===== src/rtl/pipe_hazard_if.sv =====
// Decode-side bundle between the ID stage and the hazard/forwarding controller.
// The master modport is the decode stage. The slave modport is the hazard unit.
interface pipe_hazard_if #(
    parameter int REG_ADDR_WIDTH = 5,
    parameter int RD_PORTS       = 2,
    parameter int SEL_WIDTH      = 2,
    parameter int STAT_WIDTH     = 16
);
    logic                               id_valid;
    logic [RD_PORTS*REG_ADDR_WIDTH-1:0] id_rr;
    logic [RD_PORTS-1:0]                id_rr_used;
    logic                               id_regWrite;
    logic [REG_ADDR_WIDTH-1:0]          id_regToWrite;
    logic                               id_memRead;
    logic                               id_branch;
    logic                               id_redirect;
    logic                               stall;
    logic                               flush_id;
    logic [RD_PORTS*SEL_WIDTH-1:0]      fwd_sel;
    logic [STAT_WIDTH-1:0]              stall_count;
    logic [STAT_WIDTH-1:0]              fwd_count;

    modport master (
        output id_valid, id_rr, id_rr_used, id_regWrite, id_regToWrite,
               id_memRead, id_branch, id_redirect,
        input  stall, flush_id, fwd_sel, stall_count, fwd_count
    );

    modport slave (
        input  id_valid, id_rr, id_rr_used, id_regWrite, id_regToWrite,
               id_memRead, id_branch, id_redirect,
        output stall, flush_id, fwd_sel, stall_count, fwd_count
    );
endinterface


===== src/rtl/pipe_hazard_unit.sv =====
// Hazard detection and operand forwarding for a 5-stage MIPS pipeline.
// It keeps a shift-register scoreboard of in-flight writes and produces stall, flush and forward selects.
module pipe_hazard_unit #(
    parameter int REG_ADDR_WIDTH = 5,
    parameter int RD_PORTS       = 2,
    parameter int FWD_STAGES     = 3,
    parameter int SEL_WIDTH      = 2,
    parameter int LOAD_READY     = 2,
    parameter int ALU_READY      = 1,
    parameter int STAT_WIDTH     = 16
) (
    input  logic         clk,
    input  logic         rst,
    pipe_hazard_if.slave hz
);
    localparam int W = REG_ADDR_WIDTH;

    logic [FWD_STAGES-1:0]              sb_valid_r;
    logic [FWD_STAGES-1:0]              sb_load_r;
    logic [FWD_STAGES-1:0][W-1:0]       sb_rd_r;
    logic [RD_PORTS-1:0][SEL_WIDTH-1:0] win_sel_s;
    logic [RD_PORTS-1:0]                found_s;
    logic                               hazard_s;
    logic                               stall_s;
    logic                               flush_s;
    logic                               fwd_any_s;
    logic [RD_PORTS*SEL_WIDTH-1:0]      fwd_sel_s;
    logic [STAT_WIDTH-1:0]              stall_count_r;
    logic [STAT_WIDTH-1:0]              fwd_count_r;

    // Per-port youngest-first match search and hazard classification of the winner.
    always_comb begin
        win_sel_s = '0;
        found_s   = '0;
        hazard_s  = 1'b0;
        for (int p = 0; p < RD_PORTS; p++) begin
            for (int i = 0; i < FWD_STAGES; i++) begin
                if (!found_s[p] && hz.id_rr_used[p] && (hz.id_rr[p*W +: W] != '0) &&
                    sb_valid_r[i] && (sb_rd_r[i] == hz.id_rr[p*W +: W])) begin
                    found_s[p]   = 1'b1;
                    win_sel_s[p] = SEL_WIDTH'(i + 1);
                    if ((sb_load_r[i] && (i < LOAD_READY)) || (hz.id_branch && (i < ALU_READY))) begin
                        hazard_s = 1'b1;
                    end else begin
                        hazard_s = hazard_s;
                    end
                end else begin
                    found_s[p] = found_s[p];
                end
            end
        end
    end

    // Reset and an empty ID slot silence everything; a stall wins over forwarding and flush.
    always_comb begin
        stall_s   = 1'b0;
        fwd_sel_s = '0;
        flush_s   = 1'b0;
        if (rst || !hz.id_valid) begin
            stall_s   = 1'b0;
            fwd_sel_s = '0;
            flush_s   = 1'b0;
        end else begin
            stall_s   = hazard_s;
            fwd_sel_s = hazard_s ? '0 : win_sel_s;
            flush_s   = hz.id_redirect & ~hazard_s;
        end
    end

    assign fwd_any_s = |fwd_sel_s;

    // Scoreboard shift: a stalled or non-writing ID slot enters EX as a bubble.
    always_ff @(posedge clk) begin
        if (rst) begin
            sb_valid_r <= '0;
            sb_load_r  <= '0;
            sb_rd_r    <= '0;
        end else begin
            for (int i = 1; i < FWD_STAGES; i++) begin
                sb_valid_r[i] <= sb_valid_r[i-1];
                sb_load_r[i]  <= sb_load_r[i-1];
                sb_rd_r[i]    <= sb_rd_r[i-1];
            end
            sb_valid_r[0] <= hz.id_valid & hz.id_regWrite & (hz.id_regToWrite != '0) & ~stall_s;
            sb_load_r[0]  <= hz.id_memRead;
            sb_rd_r[0]    <= hz.id_regToWrite;
        end
    end

    // Saturating event counters for stall and forwarding cycles.
    always_ff @(posedge clk) begin
        if (rst) begin
            stall_count_r <= '0;
            fwd_count_r   <= '0;
        end else begin
            if (stall_s && (stall_count_r != '1)) begin
                stall_count_r <= stall_count_r + 1'b1;
            end else begin
                stall_count_r <= stall_count_r;
            end
            if (fwd_any_s && (fwd_count_r != '1)) begin
                fwd_count_r <= fwd_count_r + 1'b1;
            end else begin
                fwd_count_r <= fwd_count_r;
            end
        end
    end

    assign hz.stall       = stall_s;
    assign hz.flush_id    = flush_s;
    assign hz.fwd_sel     = fwd_sel_s;
    assign hz.stall_count = stall_count_r;
    assign hz.fwd_count   = fwd_count_r;
endmodule


===== src/flat_wrapper.sv =====
// flat-port wrapper written by rule: the top's interface ports become plain ports
module pipe_hazard_unit_flat 
#(
    parameter int REG_ADDR_WIDTH = 5,
    parameter int RD_PORTS       = 2,
    parameter int FWD_STAGES     = 3,
    parameter int SEL_WIDTH      = 2,
    parameter int LOAD_READY     = 2,
    parameter int ALU_READY      = 1,
    parameter int STAT_WIDTH     = 16
)
  (clk, rst, hz_id_valid, hz_id_rr, hz_id_rr_used, hz_id_regWrite, hz_id_regToWrite, hz_id_memRead, hz_id_branch, hz_id_redirect, hz_stall, hz_flush_id, hz_fwd_sel, hz_stall_count, hz_fwd_count);
  pipe_hazard_if #(.REG_ADDR_WIDTH(REG_ADDR_WIDTH), .RD_PORTS(RD_PORTS), .SEL_WIDTH(SEL_WIDTH), .STAT_WIDTH(STAT_WIDTH)) hz_i ();
  input  logic clk;
  input  logic rst;
  input wire logic [$bits(hz_i.id_valid)-1:0] hz_id_valid;
  input wire logic [$bits(hz_i.id_rr)-1:0] hz_id_rr;
  input wire logic [$bits(hz_i.id_rr_used)-1:0] hz_id_rr_used;
  input wire logic [$bits(hz_i.id_regWrite)-1:0] hz_id_regWrite;
  input wire logic [$bits(hz_i.id_regToWrite)-1:0] hz_id_regToWrite;
  input wire logic [$bits(hz_i.id_memRead)-1:0] hz_id_memRead;
  input wire logic [$bits(hz_i.id_branch)-1:0] hz_id_branch;
  input wire logic [$bits(hz_i.id_redirect)-1:0] hz_id_redirect;
  output wire logic [$bits(hz_i.stall)-1:0] hz_stall;
  output wire logic [$bits(hz_i.flush_id)-1:0] hz_flush_id;
  output wire logic [$bits(hz_i.fwd_sel)-1:0] hz_fwd_sel;
  output wire logic [$bits(hz_i.stall_count)-1:0] hz_stall_count;
  output wire logic [$bits(hz_i.fwd_count)-1:0] hz_fwd_count;
  assign hz_i.id_valid = hz_id_valid;
  assign hz_i.id_rr = hz_id_rr;
  assign hz_i.id_rr_used = hz_id_rr_used;
  assign hz_i.id_regWrite = hz_id_regWrite;
  assign hz_i.id_regToWrite = hz_id_regToWrite;
  assign hz_i.id_memRead = hz_id_memRead;
  assign hz_i.id_branch = hz_id_branch;
  assign hz_i.id_redirect = hz_id_redirect;
  assign hz_stall = hz_i.stall;
  assign hz_flush_id = hz_i.flush_id;
  assign hz_fwd_sel = hz_i.fwd_sel;
  assign hz_stall_count = hz_i.stall_count;
  assign hz_fwd_count = hz_i.fwd_count;
  pipe_hazard_unit #(.REG_ADDR_WIDTH(REG_ADDR_WIDTH), .RD_PORTS(RD_PORTS), .FWD_STAGES(FWD_STAGES), .SEL_WIDTH(SEL_WIDTH), .LOAD_READY(LOAD_READY), .ALU_READY(ALU_READY), .STAT_WIDTH(STAT_WIDTH)) u_core (.clk(clk), .rst(rst), .hz(hz_i));
endmodule

===== config.mk =====
export PLATFORM = sky130hd
export DESIGN_NAME = pipe_hazard_unit_flat
export DESIGN_NICKNAME = d
export VERILOG_FILES = /design/src/rtl/pipe_hazard_if.sv /design/src/rtl/pipe_hazard_unit.sv /design/src/flat_wrapper.sv
export SDC_FILE = /design/constraint.sdc
export NUM_CORES = 1
export LEC_CHECK = 0
export ABC_AREA = 1
export CORE_MARGIN = 2
export CORE_UTILIZATION = 40
export CTS_CLUSTER_DIAMETER = 40
export CTS_CLUSTER_SIZE = 25
export DETAILED_ROUTE_END_ITERATION = 6
export SLEW_MARGIN = 20
export SYNTH_ARGS = -nofsm -noshare
export SYNTH_HDL_FRONTEND = slang
export SYNTH_SLANG_ARGS = --single-unit

===== constraint.sdc =====
create_clock -name clk -period 2.28 [get_ports clk]
set_input_delay 0.228 -clock clk [delete_from_list [all_inputs] [get_ports clk]]
set_output_delay 0.228 -clock clk [all_outputs]
set_load 0.03 [all_outputs]

==> metrics.txt <==
die width 95.6 µm; count of input and output buffers between 60 and 70; worst setup path startpoint u_core.sb_rd_r[7]; first-pass GRT wire length ~16,000 µm; WP buf/inv 3; Fillers 847; Post-Syn Nets 533; IO Count 62; commonest non-fill, non-tap cell in the layout nand2_1; WP depth 12; CP delay by family, top simple AND/OR/NAND/NOR gates; antenna violations before repair 0; Net count, final 617; Detail Route Antenna Nets 0; fin crit period 2.20 ns; Setup CP Type reg -> out; CP required ~2 ns; Routed WL 9320 µm; via count 3,390; clock root buffer master clkbuf_8; CTS Buf Count 5; vias in the first global route 3,317; clk_skew 0.0151 ns; via-per-instance ratio 4.86; cts hold-fix bufs 0; Top FF cell, synth dfxtp_1; HP Class in -> reg; multi-input logic area 2060 µm²; fin crit share 96.7%; Reg2Reg Depth 16; Clk Latency, worst-skew pair approximately 0.32 ns; Hold Violations, Final 0; Max Cap Viol 0; Pwr Density 393 nW/µm²; flop-to-flop setup slack roughly 0.18 ns; FMAX roughly 450 MHz; post-synthesis cell area 3360 µm²; Slew Limit Fails 0; grt total ovfl 0; Final setup viols 0; starting density of the core 41.0%; EDFF count, synth 0; Post-synth ARST share 0%; Die Height around 96 µm; hold_ws 0.294 ns; largest net degree at the start of global routing 45; Cells after Synth 507; share of cells above drive strength 1 roughly a quarter; Critical R2R Capture u_core.hz.fwd_count[15]; CP endpoint hz_stall; largest buffer count on any clock path 2; WL per Instance about 13 µm; Tot GR Track Use 21.5%; final core utilization between 50% and 60%; Worst EP arrival 1.98 ns; Die ar. 9140 µm²; Critical-path top delay cell dfxtp_2; status finished clean; Max stage delay on crit path 0.38 ns; core area roughly 8200 µm²; area grow syn2layout 31.1%; Pleak 1.75 nW; RSZ-0062 raised after global routing yes; row cnt 33; CTS tree built; CP Capture Type output pin; sequential area share after synthesis 31.0%; Critical Path, Cell by Cell inv_1, nand2_1, nand2_1, nor2_1, nand2_1, nor2_2, nand3_1, nand2_2, a21oi_4, buf_4, nor2_4, buf_6; H-tree levels 2; maximum VDD drop between 0.2 and 0.25 mV; DRC 0; gpl congestion 0.946; Synth Warn # 0; cell mode on critical path nand2_1; CP Launch Type flip-flop; DP HPWL 7080 µm; # clock sinks between 50 and 60; reg2reg start u_core.sb_rd_r[7]; count of cell types in the netlist 37; Reg clk slew, reported paths roughly 0.11 ns; Max FO, Critical Path 4; Worst Tran Pin Value ~0.59 ns; Seq cells post-synth between 50 and 60; syn_area_per_cell 6.62 µm²; worst relative slew slack 60.8%; router iterations before antenna repair 4; sequential cell area 1070 µm²; most frequent cells in the layout 145 x nand2_1, 65 x nor2_1, 46 x inv_1; number of DRC markers in iteration 0 202; ANT cells 0
## Yosys cell counts, types with 2 or more instances
master / number / area share [%]
inv_1: 47 / 5.3
inv_2: 16 / 1.8
xor2_1: 13 / 3.4
nand3_1: 32 / 4.8
dfxtp_1: 52 / 31
a21oi_2: 18 / 4.7
buf_1: 2 / 0.22
nand3_2: 10 / 3.0
nand2_1: 146 / 16
xnor2_1: 13 / 3.4
nor3_1: 8 / 1.2
nand2_2: 12 / 2.2
o21ai_0: 7 / 1.0
buf_2: 2 / 0.30
clkbuf_1: 2 / 0.22
a21oi_1: 18 / 2.7
nor2_1: 73 / 8.2
o21ai_2: 2 / 0.52
nand4_1: 5 / 0.93
o21ai_1: 3 / 0.45
ha_1: 2 / 0.75
buf_6: 2 / 0.67
nor2_2: 5 / 0.93
buf_12: 2 / 1.2
nand2_4: 3 / 1.0
## worst min-delay path: stages
cell and delay, ns:
buf_2 0.08, inv_1 0.13, nand2_1 0.10, nor2_1 0.03
## through the flow
stage / worst slack (ns) / setup TNS (ns) / instances / total power, W / area (µm²)
final: 0.0759 / 0 / 697 / 0.00173 / 4400
after global routing: -0.0508 / -0.122 / 697 / 0.00181 / 4400
after CTS: -0.0596 / -0.107 / 697 / 0.00174 / 4280
after detailed placement: -0.127 / -1.99 / 687 / 0.00115 / 4170
after global placement: -0.164 / -2.53 / 687 / 0.00115 / 4170
after floorplan: 0.114 / 0 / 507 / 0.00106 / 3360
## final cells by class
cell class,count,share of cell area [%]
Multi-Input combinational cell,381,46.9
Tap cell,105,2.99
Clock inverter,2,0.313
Timing Repair Buffer,87,18.1
Clock buffer,6,1.88
Sequential cell,52,24.3
Inverter,64,5.52
## worst min-delay path by stage
stage / from / to / depth (start not counted)
CTS: rst / u_core.hz.fwd_count[0] / 4
global route: rst / u_core.hz.fwd_count[0] / 4
floorplan: hz_id_memRead / u_core.sb_load_r[0] / 2
detailed placement: u_core.sb_load_r[0] / u_core.sb_load_r[1] / 2
global placement: u_core.sb_load_r[0] / u_core.sb_load_r[1] / 2
finish: rst / u_core.hz.fwd_count[0] / 4
## sequential cells by signal (all words and copies together) (netlist names)
name / count
u_core.sb_valid_r: 3
u_core.hz.fwd_count: 16
u_core.sb_load_r: 2
u_core.sb_rd_r: 15
u_core.hz.stall_count: 16
## routing by layer
metal | GRT usage, % | vias to the layer above | wire (µm)
li1 | - | 1755 | -
met1 | 30.2 | 1523 | 4480
met2 | 34.8 | 97 | 4180
met3 | 2.92 | 15 | 536
met4 | 5.24 | 0 | 121
met5 | 0 | - | 0
## power breakdown
| part | internal, W | switching (W) |
|---|---|---|
| Combinational | 0.0000761 | 0.000120 |
| Clock | 0.000250 | 0.000350 |
| Sequential | 0.000920 | 0.0000149 |
## kinds of logic after synthesis
family                   share of synthesized area (%)
AND/OR/NAND/NOR                                   41.5
AO/OA/AOI/OAI                                     10.1
adder cells (fa/ha/maj)                          0.746
XOR/XNOR                                          6.79
flip-flops                                        31.0
buffers and inverters                             9.84
## what timing repair did
action / 4_1_cts / 5_1_grt
pin swaps: 2 / 11
setup buffers: 2 / 1
endpoints found under the setup margin: 4 / 22
cloned: 0 / 0
gates resized for setup: 10 / 44
Note: power is estimated with default switching activity, not from simulation.
